<file path="src/rtl/bitbrick_shift_acc_if.sv">
// Stream bundle for bitbrick_shift_acc: bitbrick beats in, finished dot-products out.
// The slave side is the accumulator; the master side is whoever feeds and drains it.
interface bitbrick_shift_acc_if #(
    parameter int NUM_BRICKS  = 16,
    parameter int P_WIDTH     = 6,
    parameter int SHIFT_WIDTH = 4,
    parameter int ACC_WIDTH   = 32
);
    logic                              in_valid;
    logic                              in_ready;
    logic                              in_last;
    logic [NUM_BRICKS*P_WIDTH-1:0]     products;
    logic [NUM_BRICKS*SHIFT_WIDTH-1:0] shifts;
    logic [NUM_BRICKS-1:0]             brick_en;
    logic                              out_valid;
    logic                              out_ready;
    logic [ACC_WIDTH-1:0]              out_acc;
    logic                              out_ovf;

    modport master (
        output in_valid, in_last, products, shifts, brick_en, out_ready,
        input  in_ready, out_valid, out_acc, out_ovf
    );

    modport slave (
        input  in_valid, in_last, products, shifts, brick_en, out_ready,
        output in_ready, out_valid, out_acc, out_ovf
    );
endinterface

</file>
<file path="src/rtl/bitbrick_shift_acc.sv">
// Three-stage shift/sum/accumulate pipeline for a BitFusion fusion unit.
// One global advance enable freezes every stage while a finished sum waits downstream.
module bitbrick_shift_acc #(
    parameter int NUM_BRICKS  = 16,
    parameter int P_WIDTH     = 6,
    parameter int SHIFT_WIDTH = 4,
    parameter int ACC_WIDTH   = 32
) (
    input  logic                clk,
    input  logic                rst,
    bitbrick_shift_acc_if.slave bus
);
    localparam int LEVELS = $clog2(NUM_BRICKS);
    localparam int MSB    = ACC_WIDTH - 1;

    typedef enum logic {IDLE, RUN} state_t;

    logic                 w_adv;
    logic [ACC_WIDTH-1:0] w_ext  [NUM_BRICKS];
    logic [ACC_WIDTH-1:0] w_term [NUM_BRICKS];
    logic                 r_s1Valid;
    logic                 r_s1Last;
    logic [ACC_WIDTH-1:0] r_s1Term [NUM_BRICKS];
    logic [ACC_WIDTH-1:0] w_tree [LEVELS+1][NUM_BRICKS];
    logic                 r_s2Valid;
    logic                 r_s2Last;
    logic [ACC_WIDTH-1:0] r_s2Sum;
    state_t               r_state;
    state_t               w_stateNext;
    logic                 w_fire;
    logic [ACC_WIDTH-1:0] r_acc;
    logic [ACC_WIDTH-1:0] w_accNext;
    logic [ACC_WIDTH-1:0] w_addSum;
    logic [ACC_WIDTH-1:0] w_result;
    logic                 r_ovf;
    logic                 w_ovfNext;
    logic                 w_addOvf;
    logic                 w_resultOvf;
    logic                 w_emit;
    logic                 r_outValid;
    logic [ACC_WIDTH-1:0] r_outAcc;
    logic                 r_outOvf;

    // in_ready follows out_ready combinationally so a stall costs no extra cycle
    assign w_adv         = !r_outValid || bus.out_ready;
    assign bus.in_ready  = w_adv;
    assign bus.out_valid = r_outValid;
    assign bus.out_acc   = r_outAcc;
    assign bus.out_ovf   = r_outOvf;

    always_comb begin
        for (int i = 0; i < NUM_BRICKS; i++) begin
            w_ext[i]  = {{(ACC_WIDTH-P_WIDTH){bus.products[i*P_WIDTH+P_WIDTH-1]}},
                         bus.products[i*P_WIDTH +: P_WIDTH]};
            w_term[i] = bus.brick_en[i]
                      ? (w_ext[i] << bus.shifts[i*SHIFT_WIDTH +: SHIFT_WIDTH])
                      : '0;
        end
    end

    always_ff @(posedge clk) begin
        if (rst) begin
            r_s1Valid <= 1'b0;
            r_s1Last  <= 1'b0;
            for (int i = 0; i < NUM_BRICKS; i++) r_s1Term[i] <= '0;
        end else if (w_adv) begin
            r_s1Valid <= bus.in_valid;
            r_s1Last  <= bus.in_last;
            for (int i = 0; i < NUM_BRICKS; i++) r_s1Term[i] <= w_term[i];
        end
    end

    // Pairwise reduction: level l+1 holds NUM_BRICKS>>(l+1) partial sums of level l
    always_comb begin
        for (int l = 0; l <= LEVELS; l++) begin
            for (int j = 0; j < NUM_BRICKS; j++) w_tree[l][j] = '0;
        end
        for (int j = 0; j < NUM_BRICKS; j++) w_tree[0][j] = r_s1Term[j];
        for (int l = 0; l < LEVELS; l++) begin
            for (int j = 0; j < (NUM_BRICKS >> (l+1)); j++) begin
                w_tree[l+1][j] = w_tree[l][2*j] + w_tree[l][2*j+1];
            end
        end
    end

    always_ff @(posedge clk) begin
        if (rst) begin
            r_s2Valid <= 1'b0;
            r_s2Last  <= 1'b0;
            r_s2Sum   <= '0;
        end else if (w_adv) begin
            r_s2Valid <= r_s1Valid;
            r_s2Last  <= r_s1Last;
            r_s2Sum   <= w_tree[LEVELS][0];
        end
    end

    assign w_fire = r_s2Valid && w_adv;

    always_ff @(posedge clk) begin
        if (rst) r_state <= IDLE;
        else     r_state <= w_stateNext;
    end

    always_comb begin
        w_stateNext = r_state;
        case (r_state)
            IDLE:    if (w_fire && !r_s2Last) w_stateNext = RUN;
            RUN:     if (w_fire && r_s2Last)  w_stateNext = IDLE;
            default: w_stateNext = IDLE;
        endcase
    end

    // Overflow: both operands share a sign and the wrapped sum flips it
    always_comb begin
        w_addSum    = r_acc + r_s2Sum;
        w_addOvf    = (r_acc[MSB] == r_s2Sum[MSB]) && (w_addSum[MSB] != r_acc[MSB]);
        w_accNext   = r_acc;
        w_ovfNext   = r_ovf;
        w_emit      = 1'b0;
        w_result    = '0;
        w_resultOvf = 1'b0;
        case (r_state)
            IDLE: begin
                if (w_fire) begin
                    w_ovfNext = 1'b0;
                    if (r_s2Last) begin
                        w_emit    = 1'b1;
                        w_result  = r_s2Sum;
                        w_accNext = '0;
                    end else begin
                        w_accNext = r_s2Sum;
                    end
                end
            end
            RUN: begin
                if (w_fire) begin
                    if (r_s2Last) begin
                        w_emit      = 1'b1;
                        w_result    = w_addSum;
                        w_resultOvf = r_ovf | w_addOvf;
                        w_accNext   = '0;
                        w_ovfNext   = 1'b0;
                    end else begin
                        w_accNext = w_addSum;
                        w_ovfNext = r_ovf | w_addOvf;
                    end
                end
            end
            default: ;
        endcase
    end

    // A fresh result overwrites one being handed off in the same cycle
    always_ff @(posedge clk) begin
        if (rst) begin
            r_acc      <= '0;
            r_ovf      <= 1'b0;
            r_outValid <= 1'b0;
            r_outAcc   <= '0;
            r_outOvf   <= 1'b0;
        end else begin
            r_acc <= w_accNext;
            r_ovf <= w_ovfNext;
            if (w_emit) begin
                r_outValid <= 1'b1;
                r_outAcc   <= w_result;
                r_outOvf   <= w_resultOvf;
            end else if (bus.out_ready) begin
                r_outValid <= 1'b0;
            end
        end
    end
endmodule

</file>
<file path="src/flat_wrapper.sv">
// flat-port wrapper written by rule: the top's interface ports become plain ports
module bitbrick_shift_acc_flat 
#(
    parameter int NUM_BRICKS  = 16,
    parameter int P_WIDTH     = 6,
    parameter int SHIFT_WIDTH = 4,
    parameter int ACC_WIDTH   = 32
)
  (clk, rst, bus_in_valid, bus_in_last, bus_products, bus_shifts, bus_brick_en, bus_out_ready, bus_in_ready, bus_out_valid, bus_out_acc, bus_out_ovf);
  bitbrick_shift_acc_if #(.NUM_BRICKS(NUM_BRICKS), .P_WIDTH(P_WIDTH), .SHIFT_WIDTH(SHIFT_WIDTH), .ACC_WIDTH(ACC_WIDTH)) bus_i ();
  input  logic clk;
  input  logic rst;
  input wire logic [$bits(bus_i.in_valid)-1:0] bus_in_valid;
  input wire logic [$bits(bus_i.in_last)-1:0] bus_in_last;
  input wire logic [$bits(bus_i.products)-1:0] bus_products;
  input wire logic [$bits(bus_i.shifts)-1:0] bus_shifts;
  input wire logic [$bits(bus_i.brick_en)-1:0] bus_brick_en;
  input wire logic [$bits(bus_i.out_ready)-1:0] bus_out_ready;
  output wire logic [$bits(bus_i.in_ready)-1:0] bus_in_ready;
  output wire logic [$bits(bus_i.out_valid)-1:0] bus_out_valid;
  output wire logic [$bits(bus_i.out_acc)-1:0] bus_out_acc;
  output wire logic [$bits(bus_i.out_ovf)-1:0] bus_out_ovf;
  assign bus_i.in_valid = bus_in_valid;
  assign bus_i.in_last = bus_in_last;
  assign bus_i.products = bus_products;
  assign bus_i.shifts = bus_shifts;
  assign bus_i.brick_en = bus_brick_en;
  assign bus_i.out_ready = bus_out_ready;
  assign bus_in_ready = bus_i.in_ready;
  assign bus_out_valid = bus_i.out_valid;
  assign bus_out_acc = bus_i.out_acc;
  assign bus_out_ovf = bus_i.out_ovf;
  bitbrick_shift_acc #(.NUM_BRICKS(NUM_BRICKS), .P_WIDTH(P_WIDTH), .SHIFT_WIDTH(SHIFT_WIDTH), .ACC_WIDTH(ACC_WIDTH)) u_core (.clk(clk), .rst(rst), .bus(bus_i));
endmodule
</file>
<file path="config.mk">
export PLATFORM = sky130hd
export DESIGN_NAME = bitbrick_shift_acc_flat
export DESIGN_NICKNAME = d
export VERILOG_FILES = /design/src/rtl/bitbrick_shift_acc_if.sv /design/src/rtl/bitbrick_shift_acc.sv /design/src/flat_wrapper.sv
export SDC_FILE = /design/constraint.sdc
export NUM_CORES = 2
export LEC_CHECK = 0
export CAP_MARGIN = 10
export CORE_MARGIN = 10
export CORE_UTILIZATION = 66
export CTS_CLUSTER_DIAMETER = 50
export CTS_CLUSTER_SIZE = 24
export DETAILED_ROUTE_END_ITERATION = 8
export PLACE_DENSITY = 0.88
export RECOVER_POWER = 100
export SLEW_MARGIN = 10
export SYNTH_ARGS = -nofsm -noshare
export SYNTH_HDL_FRONTEND = slang
export SYNTH_SLANG_ARGS = --single-unit
</file>
<file path="constraint.sdc">
create_clock -name clk -period 17.6 [get_ports clk]
set_input_delay 1.76 -clock clk [delete_from_list [all_inputs] [get_ports clk]]
set_output_delay 1.76 -clock clk [all_outputs]
set_load 0.05 [all_outputs]
</file>
# Word level (Yosys, flattened, before mapping)
# Memory sizes are Yosys's and may differ from the RTL's.
# Index checks and enable logic that the tools add are counted.
# W data, S select, Z words.
[totals]
regBits = 104
mem_bits_rw = 512
elab_cells = 136
n_memories = 1
[memory_table]
columns = ["memory", "words", "width", "rd", "rd_ports_with_merged_regs", "wr", "line_no", "text"]
rows = [
  ["u_core.r_s1Term", 16, 32, 16, 0, 16, "bitbrick_shift_acc.sv:23", "logic [ACC_WIDTH-1:0] r_s1Term [NUM_BRICKS];"],
]
[op_classes]
n_addsub = 16
eq_ne = 4
shifts = 16
muxes = 61
n_bitwise = 18
reduce_logical = 9
[op_table]
columns = ["op", "count"]
rows = [
  ["$mux W32", 40],
  ["$add A32 B32 Y32", 16],
  ["$shl A32 B4 Y32", 16],
  ["$pmux W32 S2", 2],
  ["$mux W1", 17],
  ["$or A1 B1 Y1", 17],
  ["$logic_and A1 B1 Y1", 4],
  ["$pmux W1 S2", 2],
  ["$logic_not A1 Y1", 2],
  ["$ne A2 B1 Y1 const B", 1],
  ["$ne A2 B2 Y1 const B", 1],
  ["$reduce_and A2 Y1", 1],
  ["$reduce_bool A2 Y1", 1],
  ["$eq A1 B1 Y1", 1],
  ["$logic_or A1 B1 Y1", 1],
  ["$ne A1 B1 Y1", 1],
  ["$not A1 Y1", 1],
]

# Logic depth before layout (Yosys ltp)
[depth]
ltp_word = 7
depth_mapped = 24
mapped_depth_nobuf = 24

# Least setup slack after synthesis
# Ideal clock, no wire load.
[synth_timing]
path_type = "input to register"
start = "input rst"
end = "memory u_core.r_s1Term[0][0] (enable)"
setup_time_ps = 684
t_arrival_ps = 8785
required_ps = 16916
setup_slack_ps = 8131
path_stages = 4
n_path_buf = 2
path_cell_list = "clkbuf_1 -> nor2_1 -> clkbuf_1 -> inv_1"
[synth_lines]
columns = ["item", "line_no", "text"]
rows = [
  ["start: declaration", "flat_wrapper.sv:12", "input logic rst;"],
  ["end: declaration", "bitbrick_shift_acc.sv:23", ""],
]

==> results_dict.tcl <==
set metrics [dict create \
    run_status "complete, but fails checks" \
    violations "max-capacitance violations, max-slew violations" \
    cp-end-kind "flip-flop" \
    cpPeakStageDelay_ns 2.70 \
    setup_viol_count_final 0 \
    grt_overflow 0 \
    drt_iter0_markers 2865 \
    buffer_cell_driving_the_clock_tree_root "clkbuf_16" \
    wl_per_cell_um 21.8 \
    cts_inserted_buffers 49 \
    timing.critical_path.max_delay_family "buffers and inverters" \
    path_cells "buf_2 > clkbuf_1 > nor2_1 > inv_8 > clkbuf_1 > clkbuf_1" \
    detail_route.wirelength.met1_um 35400 \
    fin_tns_setup_ns 0 \
    slew_viol_final 311 \
    ir_drop_mv 0.132 \
    routed_via_density 6.05 \
    routed_wirelength_um 87900 \
    timing.slew.headroom_pct -204 \
    first_pass_iters 6 \
    first_pass_grt_wire_length_um 135000 \
    top_signal_layer_used "met5" \
    cp-endpoint "u_core.r_s1Term[0][464]" \
    floorplan.initialDensity_pct 66.9 \
    hold_viol_final 0 \
    via_count 24400 \
    post_synth_most_frequent_cells "inv_1, edfxtp_1, a21oi_1, fa_1, nor2_1" \
    worst-endpoint-required_ns 17.73 \
    grt_start_max_net_pins 156 \
    die_area_um2 57600 \
    ff2ff_path_depth 6 \
    synth-seq-cells 440 \
    clock-sinks 440 \
    synthesis.nets 3808 \
    setup.worst_path.class "in2reg" \
    post_route_cells_drive_above_1_share_pct 4.28 \
    most_instantiated_library_cell_after_synthesis "inv_1" \
    setup.worst_path.start_class "input pin" \
    worst_path_most_repeated_cell "clkbuf_1" \
    synth_largest_type_area_fraction_pct 31.6 \
    synth_seq_area_share_pct 38.1 \
    crit_cells 6 \
    reg2reg_setup_slack_ns 9.86 \
    synth.largest_area_cell "edfxtp_1" \
    tritoncts "done" \
    die_width_um 240 \
    cts_repair_resize_count 0 \
    r2r-start "u_core.bus.out_valid" \
    worst-slew-pin-transition_ns 4.57 \
    cts.path.max_buffers 3 \
    crit_path_top_delay_cell "clkbuf_1" \
    crit_path_start "rst" \
    period_share_pct 55.9 \
    pre_cts_slack_ns 11.38 \
    groute.usage.overall_pct 30.5 \
    ctsHoldBuffers 0 \
    rsz0062_at_grt "no" \
    syn_area_um2 31900 \
    maxCapViolations 6 \
    synth-async-reset-ratio_pct 0 \
    ys.warnings.count 0 \
    first_global_vias 23900 \
    power_leakage_nw 15.6 \
    gp_routability_congestion 0.981 \
    pin_count 216 \
    drt_drc 0 \
    fmax_mhz 102 \
    post_synth_main_area_contributors "edfxtp_1, fa_1, inv_1" \
    areaGrowthSynthToFinish_pct 12.7 \
    path_buf_inv 5 \
    clkSlewWorstSetupHoldPaths_ns 0.06 \
    ant_nets 0 \
    synthCells 3257 \
    power.density_nw_per_um2 119 \
    ys_types 76 \
    floorplan.rows 80 \
    crit_path_arrival_time_ns 9.97 \
    die_height_um 240 \
    insertion_delay_ns 0.63 \
    post-route-min-period_ns 9.84 \
    core_footprint_um2 47700 \
    antenna_found_initial 2 \
    route.met3.wl_um 7890 \
    cts_max_level 2 \
    worstPathMaxFanout 155 \
    synth-edff-count 336 \
    numPortBuffers 215 \
    met2_wirelength_um 42400 \
    num-nets-final 3919 \
    synth_flop_cell "edfxtp_1" \
    syn-mean-instance-area_um2 9.80 \
    sum_of_net_half_perimeters_after_detailed_placement_um 69500 \
    post-cts-setup-buffer-count 0 \
    min_path_type "reg2reg" \
    rr_endpoint "u_core.r_s1Term[0][464]" \
    finalWorstSetupSlack_ns 7.76 \
    clock-skew-final_ns 0.0275 \
]
[worst register-to-register path: stages, from the launching register on]
cell and delay (ns):
dfxtp_1 0.30, nor2b_1 0.40, inv_1 0.91, nor2_1 0.49, inv_8 1.05, clkbuf_1 1.33, clkbuf_1 2.72
[logic make-up (layout without fill, tap and decap cells)]
group                      after synthesis  in the layout  synth area share (%)
AOI/OAI and AO/OA                      649            649                  12.2
DFF                                    440            440                  38.1
buffers and inverters                  719            871                  8.49
other                                    0              1                     0
muxes                                  173            173                  5.90
and+or+nand+nor                        864            864                  12.5
adders and majority gates              370            370                  21.7
xor gates and xnor gates                42             42                  1.15
[sequential cells by signal (all words and copies together), names as in the netlist, named ones only]
register	flops
u_core.bus.out_acc	32
u_core.bus.out_ovf	1
u_core.r_s2Sum	32
u_core.r_s1Last	1
u_core.r_s1Term	336
u_core.r_acc	32
u_core.r_s2Valid	1
u_core.r_s2Last	1
u_core.r_ovf	1
u_core.bus.out_valid	1
u_core.r_s1Valid	1
[power breakdown]
group	leakage, nW	switching [W]	total [W]	internal (W)
clock	0.817	0.000494	0.00108	0.000587
combinational	9.90	0.00112	0.00198	0.000862
sequential	4.91	0.0000469	0.00123	0.00119
total	15.6	0.00166	0.00429	0.00264
[per-layer routing]
metal,vias to the layer above,global-route usage [%]
li1,11100,-
met1,11900,41.5
met2,1233,49.8
met3,144,5.55
met4,4,8.03
met5,-,0
[through the flow]
stage | utilization (%) | hold slack, ns | cell area, um^2 | instances | total power [W]
after floorplan | - | 0.425 | 31900 | 3257 | 0.00271
final | 75.4 | 0.443 | 36000 | 4025 | 0.00429
after global routing | 75.4 | 0.478 | 36000 | 4024 | 0.00457
after global placement | 71.8 | 0.434 | 34300 | 3931 | 0.00313
after detailed placement | 71.8 | 0.441 | 34300 | 3931 | 0.00321
after CTS | 75.4 | 0.456 | 36000 | 4023 | 0.00429
[cell usage in the layout, fill, tap and decap left out, types with 18 or more instances in the layout]
master | Yosys | routed
o21ai_0 | 110 | 115
nor3_1 | 46 | 46
fa_1 | 306 | 306
a21oi_1 | 326 | 325
mux2i_1 | 140 | 140
inv_1 | 555 | 555
dlygate4sd3_1 | 0 | 36
nand3_1 | 57 | 57
ha_1 | 64 | 64
mux2_2 | 23 | 23
xnor2_1 | 34 | 34
clkbuf_16 | 0 | 49
o21a_1 | 18 | 18
a31oi_1 | 19 | 18
o22a_1 | 35 | 35
nand2b_1 | 29 | 29
dfxtp_1 | 104 | 104
nor2_1 | 304 | 303
clkdlybuf4s50_1 | 0 | 178
nor3b_1 | 28 | 28
a21o_1 | 28 | 28
nor2b_1 | 58 | 58
edfxtp_1 | 336 | 336
nand2_1 | 254 | 254
[final cells by class]
type	count	area, um^2
diodes	1	2.50
clock buffers	52	1250
clock inverters	40	467
fillers	3180	11800
inverters	556	2090
multi-input cells	2098	17100
flip-flops and latches	440	12200
well taps	615	769
repair buffers	223	2180
[worst min-delay path by stage]
stage                           startpoint                endpoint  slack [ns]  cells after the start
detailed placement  u_core.bus.out_acc[21]  u_core.bus.out_acc[21]        0.44                      2
global route        u_core.bus.out_acc[22]  u_core.bus.out_acc[22]        0.48                      2
finish              u_core.bus.out_acc[21]  u_core.bus.out_acc[21]        0.44                      2
global placement    u_core.bus.out_acc[21]  u_core.bus.out_acc[21]        0.43                      2
CTS                 u_core.bus.out_acc[21]  u_core.bus.out_acc[21]        0.46                      2
floorplan                     u_core.r_ovf            u_core.r_ovf        0.42                      2
(Power assumes the default switching activity.)
